$ cat config.mk
export PLATFORM = sky130hd
export DESIGN_NAME = rgbd_vo_reg_bank
export DESIGN_NICKNAME = d
export VERILOG_FILES = /design/src/rtl/rgbd_vo_reg_bank.sv
export SDC_FILE = /design/constraint.sdc
export NUM_CORES = 1
export LEC_CHECK = 0
export BUFFER_PORTS_ARGS = -buffer_cell sky130_fd_sc_hd__buf_4
export CELL_PAD_IN_SITES_DETAIL_PLACEMENT = 0
export CELL_PAD_IN_SITES_GLOBAL_PLACEMENT = 1
export CORE_MARGIN = 2
export CORE_UTILIZATION = 42
export CTS_CLUSTER_SIZE = 40
export DETAILED_ROUTE_END_ITERATION = 6
export PLACE_DENSITY_LB_ADDON = 0.1
export SYNTH_ARGS = -nofsm -noshare
export SYNTH_HDL_FRONTEND = slang
export SYNTH_SLANG_ARGS = --single-unit
export TNS_END_PERCENT = 10
$ cat constraint.sdc
create_clock -name i_clk -period 11.9 [get_ports i_clk]
set_input_delay 0.595 -clock i_clk [delete_from_list [all_inputs] [get_ports i_clk]]
set_output_delay 0.595 -clock i_clk [all_outputs]
set_load 0.05 [all_outputs]
$ cat src/rtl/rgbd_vo_reg_bank.sv
// rgbd_vo_reg_bank: RGBD-VO register bank; valid/ready req (i_req_*) and rsp (o_rsp_*) bus, shadow->active commit on i_frame_start (o_cfg_update/o_cfg_pending), active config outputs o_disable..o_depth_min; optional write lock via RGBD_VO_REG_LOCK_EN
module rgbd_vo_reg_bank #(
  parameter int          DW            = 35,
  parameter logic [9:0]  H_SIZE_DEF    = 10'd640,
  parameter logic [9:0]  V_SIZE_DEF    = 10'd480,
  parameter logic [15:0] DEPTH_MAX_DEF = 16'hFFFF,
  parameter logic [15:0] DEPTH_MIN_DEF = 16'd0
) (
  input  logic                 i_clk,
  input  logic                 i_rst,
  input  logic                 i_req_valid,
  output logic                 o_req_ready,
  input  logic                 i_req_write,
  input  logic [31:0]          i_req_addr,
  input  logic [DW-1:0]        i_req_wdata,
  output logic                 o_rsp_valid,
  input  logic                 i_rsp_ready,
  output logic [DW-1:0]        o_rsp_rdata,
  output logic                 o_rsp_err,
  input  logic                 i_frame_start,
  output logic                 o_cfg_update,
  output logic                 o_cfg_pending,
  output logic                 o_disable,
  output logic [9:0]           o_h_size,
  output logic [9:0]           o_v_size,
  output logic signed [DW-1:0] o_fx,
  output logic signed [DW-1:0] o_fy,
  output logic signed [DW-1:0] o_cx,
  output logic signed [DW-1:0] o_cy,
  output logic [15:0]          o_depth_max,
  output logic [15:0]          o_depth_min
);
  typedef enum logic {IDLE, RSP} state_t;
  state_t        r_state;
  logic          r_req_ready, r_rsp_valid, r_rsp_err, r_update, r_pending, r_disable;
  logic [DW-1:0] r_rsp_rdata;
  logic [9:0]    r_sh_h, r_sh_v, r_h, r_v;
  logic [DW-1:0] r_sh_fx, r_sh_fy, r_sh_cx, r_sh_cy, r_fx, r_fy, r_cx, r_cy;
  logic [15:0]   r_sh_dmax, r_sh_dmin, r_dmax, r_dmin;
  logic          w_acc, w_is_reg, w_is_field, w_lock, w_err, w_wr;
  logic [DW-1:0] w_rdata;
  assign w_acc      = i_req_valid && r_req_ready;
  assign w_is_reg   = i_req_addr < 32'd10;
  assign w_is_field = (i_req_addr >= 32'd1) && (i_req_addr <= 32'd8);
`ifdef RGBD_VO_REG_LOCK_EN
  assign w_lock = i_req_write && w_is_field && !r_disable;
`else
  assign w_lock = 1'b0;
`endif
  assign w_err = !w_is_reg || w_lock;
  assign w_wr  = w_acc && i_req_write && !w_err;
  always_comb begin
    w_rdata = '0;
    case (i_req_addr)
      32'd0:   w_rdata = DW'(r_disable);
      32'd1:   w_rdata = DW'(r_sh_h);
      32'd2:   w_rdata = DW'(r_sh_v);
      32'd3:   w_rdata = r_sh_fx;
      32'd4:   w_rdata = r_sh_fy;
      32'd5:   w_rdata = r_sh_cx;
      32'd6:   w_rdata = r_sh_cy;
      32'd7:   w_rdata = DW'(r_sh_dmax);
      32'd8:   w_rdata = DW'(r_sh_dmin);
      default: w_rdata = '0;
    endcase
  end
  always_ff @(posedge i_clk or posedge i_rst) begin
    if (i_rst) begin
      r_state     <= IDLE;
      r_req_ready <= 1'b1;
      r_rsp_valid <= 1'b0;
      r_rsp_err   <= 1'b0;
      r_rsp_rdata <= '0;
      r_update    <= 1'b0;
      r_pending   <= 1'b0;
      r_disable   <= 1'b1;
      r_sh_h      <= H_SIZE_DEF;
      r_sh_v      <= V_SIZE_DEF;
      r_sh_fx     <= '0;
      r_sh_fy     <= '0;
      r_sh_cx     <= '0;
      r_sh_cy     <= '0;
      r_sh_dmax   <= DEPTH_MAX_DEF;
      r_sh_dmin   <= DEPTH_MIN_DEF;
      r_h         <= H_SIZE_DEF;
      r_v         <= V_SIZE_DEF;
      r_fx        <= '0;
      r_fy        <= '0;
      r_cx        <= '0;
      r_cy        <= '0;
      r_dmax      <= DEPTH_MAX_DEF;
      r_dmin      <= DEPTH_MIN_DEF;
    end else begin
      r_update <= i_frame_start;
      // the commit reads the shadow before any same-cycle write lands in it
      if (i_frame_start) begin
        r_h    <= r_sh_h;
        r_v    <= r_sh_v;
        r_fx   <= r_sh_fx;
        r_fy   <= r_sh_fy;
        r_cx   <= r_sh_cx;
        r_cy   <= r_sh_cy;
        r_dmax <= r_sh_dmax;
        r_dmin <= r_sh_dmin;
      end
      if (w_wr) begin
        case (i_req_addr)
          32'd0:   r_disable <= i_req_wdata[0];
          32'd1:   r_sh_h    <= i_req_wdata[9:0];
          32'd2:   r_sh_v    <= i_req_wdata[9:0];
          32'd3:   r_sh_fx   <= i_req_wdata;
          32'd4:   r_sh_fy   <= i_req_wdata;
          32'd5:   r_sh_cx   <= i_req_wdata;
          32'd6:   r_sh_cy   <= i_req_wdata;
          32'd7:   r_sh_dmax <= i_req_wdata[15:0];
          32'd8:   r_sh_dmin <= i_req_wdata[15:0];
          default: ;
        endcase
      end
      if (w_wr && w_is_field) r_pending <= 1'b1;
      else if (i_frame_start) r_pending <= 1'b0;
      case (r_state)
        IDLE: if (i_req_valid) begin
          r_state     <= RSP;
          r_req_ready <= 1'b0;
          r_rsp_valid <= 1'b1;
          r_rsp_err   <= w_err;
          r_rsp_rdata <= i_req_write ? '0 : w_rdata;
        end
        RSP: if (i_rsp_ready) begin
          r_state     <= IDLE;
          r_req_ready <= 1'b1;
          r_rsp_valid <= 1'b0;
        end
        default: r_state <= IDLE;
      endcase
    end
  end
  assign o_req_ready   = r_req_ready;
  assign o_rsp_valid   = r_rsp_valid;
  assign o_rsp_rdata   = r_rsp_rdata;
  assign o_rsp_err     = r_rsp_err;
  assign o_cfg_update  = r_update;
  assign o_cfg_pending = r_pending;
  assign o_disable     = r_disable;
  assign o_h_size      = r_h;
  assign o_v_size      = r_v;
  assign o_fx          = r_fx;
  assign o_fy          = r_fy;
  assign o_cx          = r_cx;
  assign o_cy          = r_cy;
  assign o_depth_max   = r_dmax;
  assign o_depth_min   = r_dmin;
endmodule

## Yosys cells after proc, flatten, opt, wreduce, memory -nomap -nowiden

Cells that the tools add are included.

- Reduce and logical (&&, ||, !) cells: 19
- Bitwise gates (word level): 1
- Order comparisons: 3
- Equality and inequality tests: 10
- Mux-type cells: 13

Operators by type and width:

| kind | number |
|---|---|
| one-hot mux 35 bit (9 select lines) | 1 |
| equality test 32 x 3 -> 1 bit (second input constant) | 4 |
| equality test 32 x 2 -> 1 bit (second input constant) | 2 |
| 2-to-1 mux 35 bit | 1 |
| equality test 32 x 1 -> 1 bit (second input constant) | 1 |
| equality test 32 x 4 -> 1 bit (second input constant) | 1 |
| greater-or-equal comparator 32 x 1 -> 1 bit (second input constant) | 1 |
| less-or-equal comparator 32 x 4 -> 1 bit (second input constant) | 1 |
| zero test 32 bit | 1 |
| < comparator 32 x 4 -> 1 bit (second input constant) | 1 |
| AND reduction 2 bit | 11 |
| 2-to-1 mux 1 bit | 8 |
| one-hot mux 1 bit (2 select lines) | 3 |
| logical AND 1 bit | 5 |
| != test 2 bit (second input constant) | 2 |
| nonzero test 2 bit | 1 |
| zero test 1 bit | 1 |
| NOT 1 bit | 1 |

- Input bits: 73
- Output and inout port bits: 233
- Bits in registers: 426
- Logic and storage cells: 70

## Longest topological paths before layout

- Depth after elaboration: 5
- Mapped depth: 8

## Worst setup path before layout

Ideal clock, no wire load.

- Path type: in2reg
- Start: input port i_req_addr[13]
- End: register r_sh_v[0]
- Data arrival time: 2.717 ns
- Path buffers: 1
- Cell stages on the path: 6
- Required time: 11.775 ns
- Setup slack: 9.058 ns
- Cell sequence: or4_4 -> or3_1 -> or3_1 -> buf_6 -> nor4_4 -> mux2_2

- Cells in the longest elaborated chain, start to end: 3
- Elaborated cells on any way between the ends: 4

RTL lines:

| element | RTL line | source |
|---|---|---|
| from (decl) | 14 | `input logic [31:0] i_req_addr,` |
| < comparator 32 x 4 -> 1 bit | 43 | `assign w_is_reg = i_req_addr < 32'd10;` |
| logical AND 1 bit | 51 | `assign w_wr = w_acc && i_req_write && !w_err;` |
| AND reduction 2 bit (no line) (*) | -- |  |
| to (signal assigned) | 110 | `32'd2: r_sh_v <= i_req_wdata[9:0];` |
| to (decl) | 37 | `logic [9:0] r_sh_h, r_sh_v, r_h, r_v;` |

Mark *: on every way between the ends. The rest lies on a longest branch, timed or not.
A chain may end at the register's enable or synchronous reset.

## Final worst setup path

- Start: register r_req_ready, in the netlist o_req_ready
- End: register r_sh_cy[18]

- Cells in the longest elaborated chain, start to end: 4

RTL lines:

| element | RTL line | source |
|---|---|---|
| from (decl) | 35 | `logic r_req_ready, r_rsp_valid, r_rsp_err, r_update, r_pending, r_disable;` |
| from (signal assigned) | 70 | `r_req_ready <= 1'b1;` |
| from (signal assigned) | 125 | `r_req_ready <= 1'b0;` |
| from (signal assigned) | 132 | `r_req_ready <= 1'b1;` |
| logical AND 1 bit | 42 | `assign w_acc = i_req_valid && r_req_ready;` |
| logical AND 1 bit (2 in a row) | 51 |  |
| AND reduction 2 bit (no line) | -- |  |
| to (signal assigned) | 114 | `32'd6: r_sh_cy <= i_req_wdata;` |
| to (decl) | 38 | `logic [DW-1:0] r_sh_fx, r_sh_fy, r_sh_cx, r_sh_cy, r_fx, r_fy, r_cx, r_cy;` |

Every way passes these cells.

==> out/metrics.cfg <==
[yosys]
syn_area_per_cell_um2=14.7
synth_seq_cells=426
synth.yosys.seq_area_share_pct=61.7
synth_nets=1256
synth_edf_count=0
ys.flop_type=dfrtp_1
yosysWarnings=0
syn_area_um2=17400
yosysUniqueCellTypes=48
synthCells=1183
ys_async_sr_fraction_pct=100

[placed_design]
dp_cells=1971
placed_cell_area_um2=20200
place_ws_ns=7.77
port_buffers=305
hpwlAfterDp_um=32400
gp_congestion=0.763

[timing]
hold_ws_ns=0.239
maxSlewHeadroom_pct=20.3
setup_violations=0
worstMarginPinSlew_ns=1.19
fin_crit_sh_pct=30.4
clock_skew_ns=0.0204
fin_tns_setup_ns=0
setup_slack_ns=8.28
fmax_mhz=276
drv_slew=0
rsz0062_at_grt=no
finalHoldViolations=0
period_needed_ns=3.62

[detailed_routing]
ant_nets=0
finalWirelength_um=49000
vias_per_cell=5.39
wl_per_cell_um=23.9
via_count=11100
firstDrtPassIters=7
drc_errors=0
drt_iter0_drc=497

[clock_network]
cts_buffer_depth=3
cts.clk_slew.worst_paths_ns=0.06
tritoncts=done
cts_root_buf=clkbuf_16
htree_num_levels=2
hold_buffers=0
clock_latency_ns=0.57
cts_resized=0
cts_setup_buffers=0
numCtsBuffers=46
clock-sinks=426

[grt]
antenna_found_initial=0
grt_busiest_layer=met2
grt_max_degree=119
use_met2_pct=35.9
first_global_vias=11800
grtUsageMet3_pct=5.75
grt_usage_pct=22.8
overflow=0
use_met1_pct=31.3
grt_pass1_wl_um=75100

[layout]
antenna_cells=0
nets=1560
final_util_pct=53.2
drive_gt1_share_pct=55.4
layout_commonest_cell=mux2_2
design_area_um2=21700
mostFrequentLayoutCells=mux2_2 (383), dfrtp_1 (380), buf_4 (323)
areaGrowthSynthToFinish_pct=24.9
fin_cells=2055

[worst_setup_path]
critical_path_class=reg2reg
cp_data_arrival_time_ns=4.06
startpoint_type=flip-flop
required_ns=12.34
crit_fanout=19
end_kind=flip-flop

[die]
ios=306
dieArea_um2=43000
die_h_um=207
fp.dieW_um=207
start_util_pct=42.6
core-area_um2=40800
rows=74

[pwr]
power.internal_mw=2.32
power_density_nw_per_um2=139
clock_power_share_pct=46.4
p_leak_nw=10.9
p_sw_share_pct=23.0
switchingPower_uw=692
p_comb_share_pct=5.1
pwr-share-seq_pct=48.5
ir_drop_v=0.000133
finalPower_mw=3.01

[worst_hold_path]
holdCritPathClass=in2reg

[outcome]
status=completed

[run]
cap_viol_max_count=0

==> synth_stat cells (2+ instances only) <==
| library cell | number | area [µm²] |
|---|---|---|
| dfrtp_1 | 380 | 9510 |
| a21oi_1 | 6 | 30.0 |
| nor3_4 | 2 | 32.5 |
| clkbuf_1 | 46 | 173 |
| a22o_1 | 2 | 17.5 |
| nand2_1 | 40 | 150 |
| a32oi_1 | 3 | 26.3 |
| nor3b_1 | 2 | 15.0 |
| nand3b_1 | 2 | 15.0 |
| a22oi_1 | 11 | 82.6 |
| buf_4 | 6 | 45.0 |
| a221oi_1 | 25 | 219 |
| nor4_1 | 9 | 56.3 |
| buf_1 | 9 | 33.8 |
| or3_1 | 3 | 18.8 |
| mux2_1 | 3 | 33.8 |
| nand3_1 | 2 | 10.0 |
| mux2i_1 | 46 | 460 |
| nor2b_1 | 13 | 81.3 |
| o21a_1 | 4 | 30.0 |
| buf_2 | 6 | 30.0 |
| nor4_4 | 2 | 42.5 |
| mux2_2 | 383 | 4310 |
| o21ai_0 | 34 | 170 |
| or3b_2 | 4 | 35.0 |
| o32ai_1 | 5 | 43.8 |
| o22ai_1 | 8 | 50.1 |
| o221ai_1 | 5 | 43.8 |
| nand2b_1 | 5 | 31.3 |
| nor2_1 | 38 | 143 |
| nor3_1 | 8 | 40.0 |
| dfstp_2 | 46 | 1210 |
| a211oi_1 | 3 | 22.5 |
| a31oi_1 | 3 | 18.8 |
| inv_1 | 6 | 22.5 |
==> cell families after synthesis <==
| kind of cell | Yosys count | share of synthesized area (%) |
|---|---|---|
| simple gates | 138 | 4.27 |
| flops | 426 | 61.7 |
| compound gates | 112 | 4.48 |
| mux | 433 | 27.8 |
| buf+inv | 74 | 1.81 |
==> registers in the layout, summed over array words and instances, names as in the netlist, 16 cells and up <==
signal,flops
r_sh_dmax,16
r_sh_cy,35
o_rsp_rdata,35
o_depth_min,16
o_cx,35
r_sh_fy,35
r_sh_dmin,16
o_cy,35
r_sh_cx,35
o_fy,35
r_sh_fx,35
o_depth_max,16
o_fx,35
==> area by class of cell <==
| cell class | instances | area (µm²) |
|---|---|---|
| clock buffer | 69 | 1340 |
| inverter | 6 | 26.3 |
| multi-input combinational | 683 | 6390 |
| tap | 532 | 666 |
| clock inverter | 15 | 133 |
| timing repair buffer | 324 | 2440 |
| sequential | 426 | 10700 |
| fill | 3497 | 19100 |
==> routing by layer <==
metal	up-vias	part of all wire [%]
met5	-	0
met4	0	2.2
met3	71	6.0
met2	273	47
met1	5797	44
li1	4937	-
==> critical path: stages, from the launching register on <==
cell and delay (ns):
dfstp_2 0.56, nand3_1 0.19, or3_1 0.38, or3_1 0.51, nor3_4 1.00, buf_4 0.48, mux2_2 0.38
==> final timing paths <==
| path | startpoint | endpoint | slack [ns] | depth (start not counted) |
|---|---|---|---|---|
| setup / recovery | o_req_ready | r_sh_cy[18] | 8.28 | 6 |
| hold / removal | i_rsp_ready | r_state | 0.24 | 2 |
| setup reg to reg | o_req_ready | r_sh_cy[18] | 8.28 | 6 |
| hold reg to reg | o_rsp_rdata[27] | o_rsp_rdata[27] | 0.48 | 2 |
| max in group asynchronous | i_rst | o_fx[2] | 9.52 | 5 |
| min in group asynchronous | i_rst | r_sh_cy[13] | 0.29 | 3 |
==> power by group through the flow <==
stage	Combinational, mW	Clock (mW)	Sequential [mW]
4_1_cts	0.158	1.43	1.46
2_1_floorplan	0.0713	0	1.50
6_report	0.155	1.40	1.46
3_3_place_gp	0.158	0	1.49
3_5_place_dp	0.158	0	1.49
5_1_grt	0.168	1.49	1.46
Power figures use the tool's default switching activity.
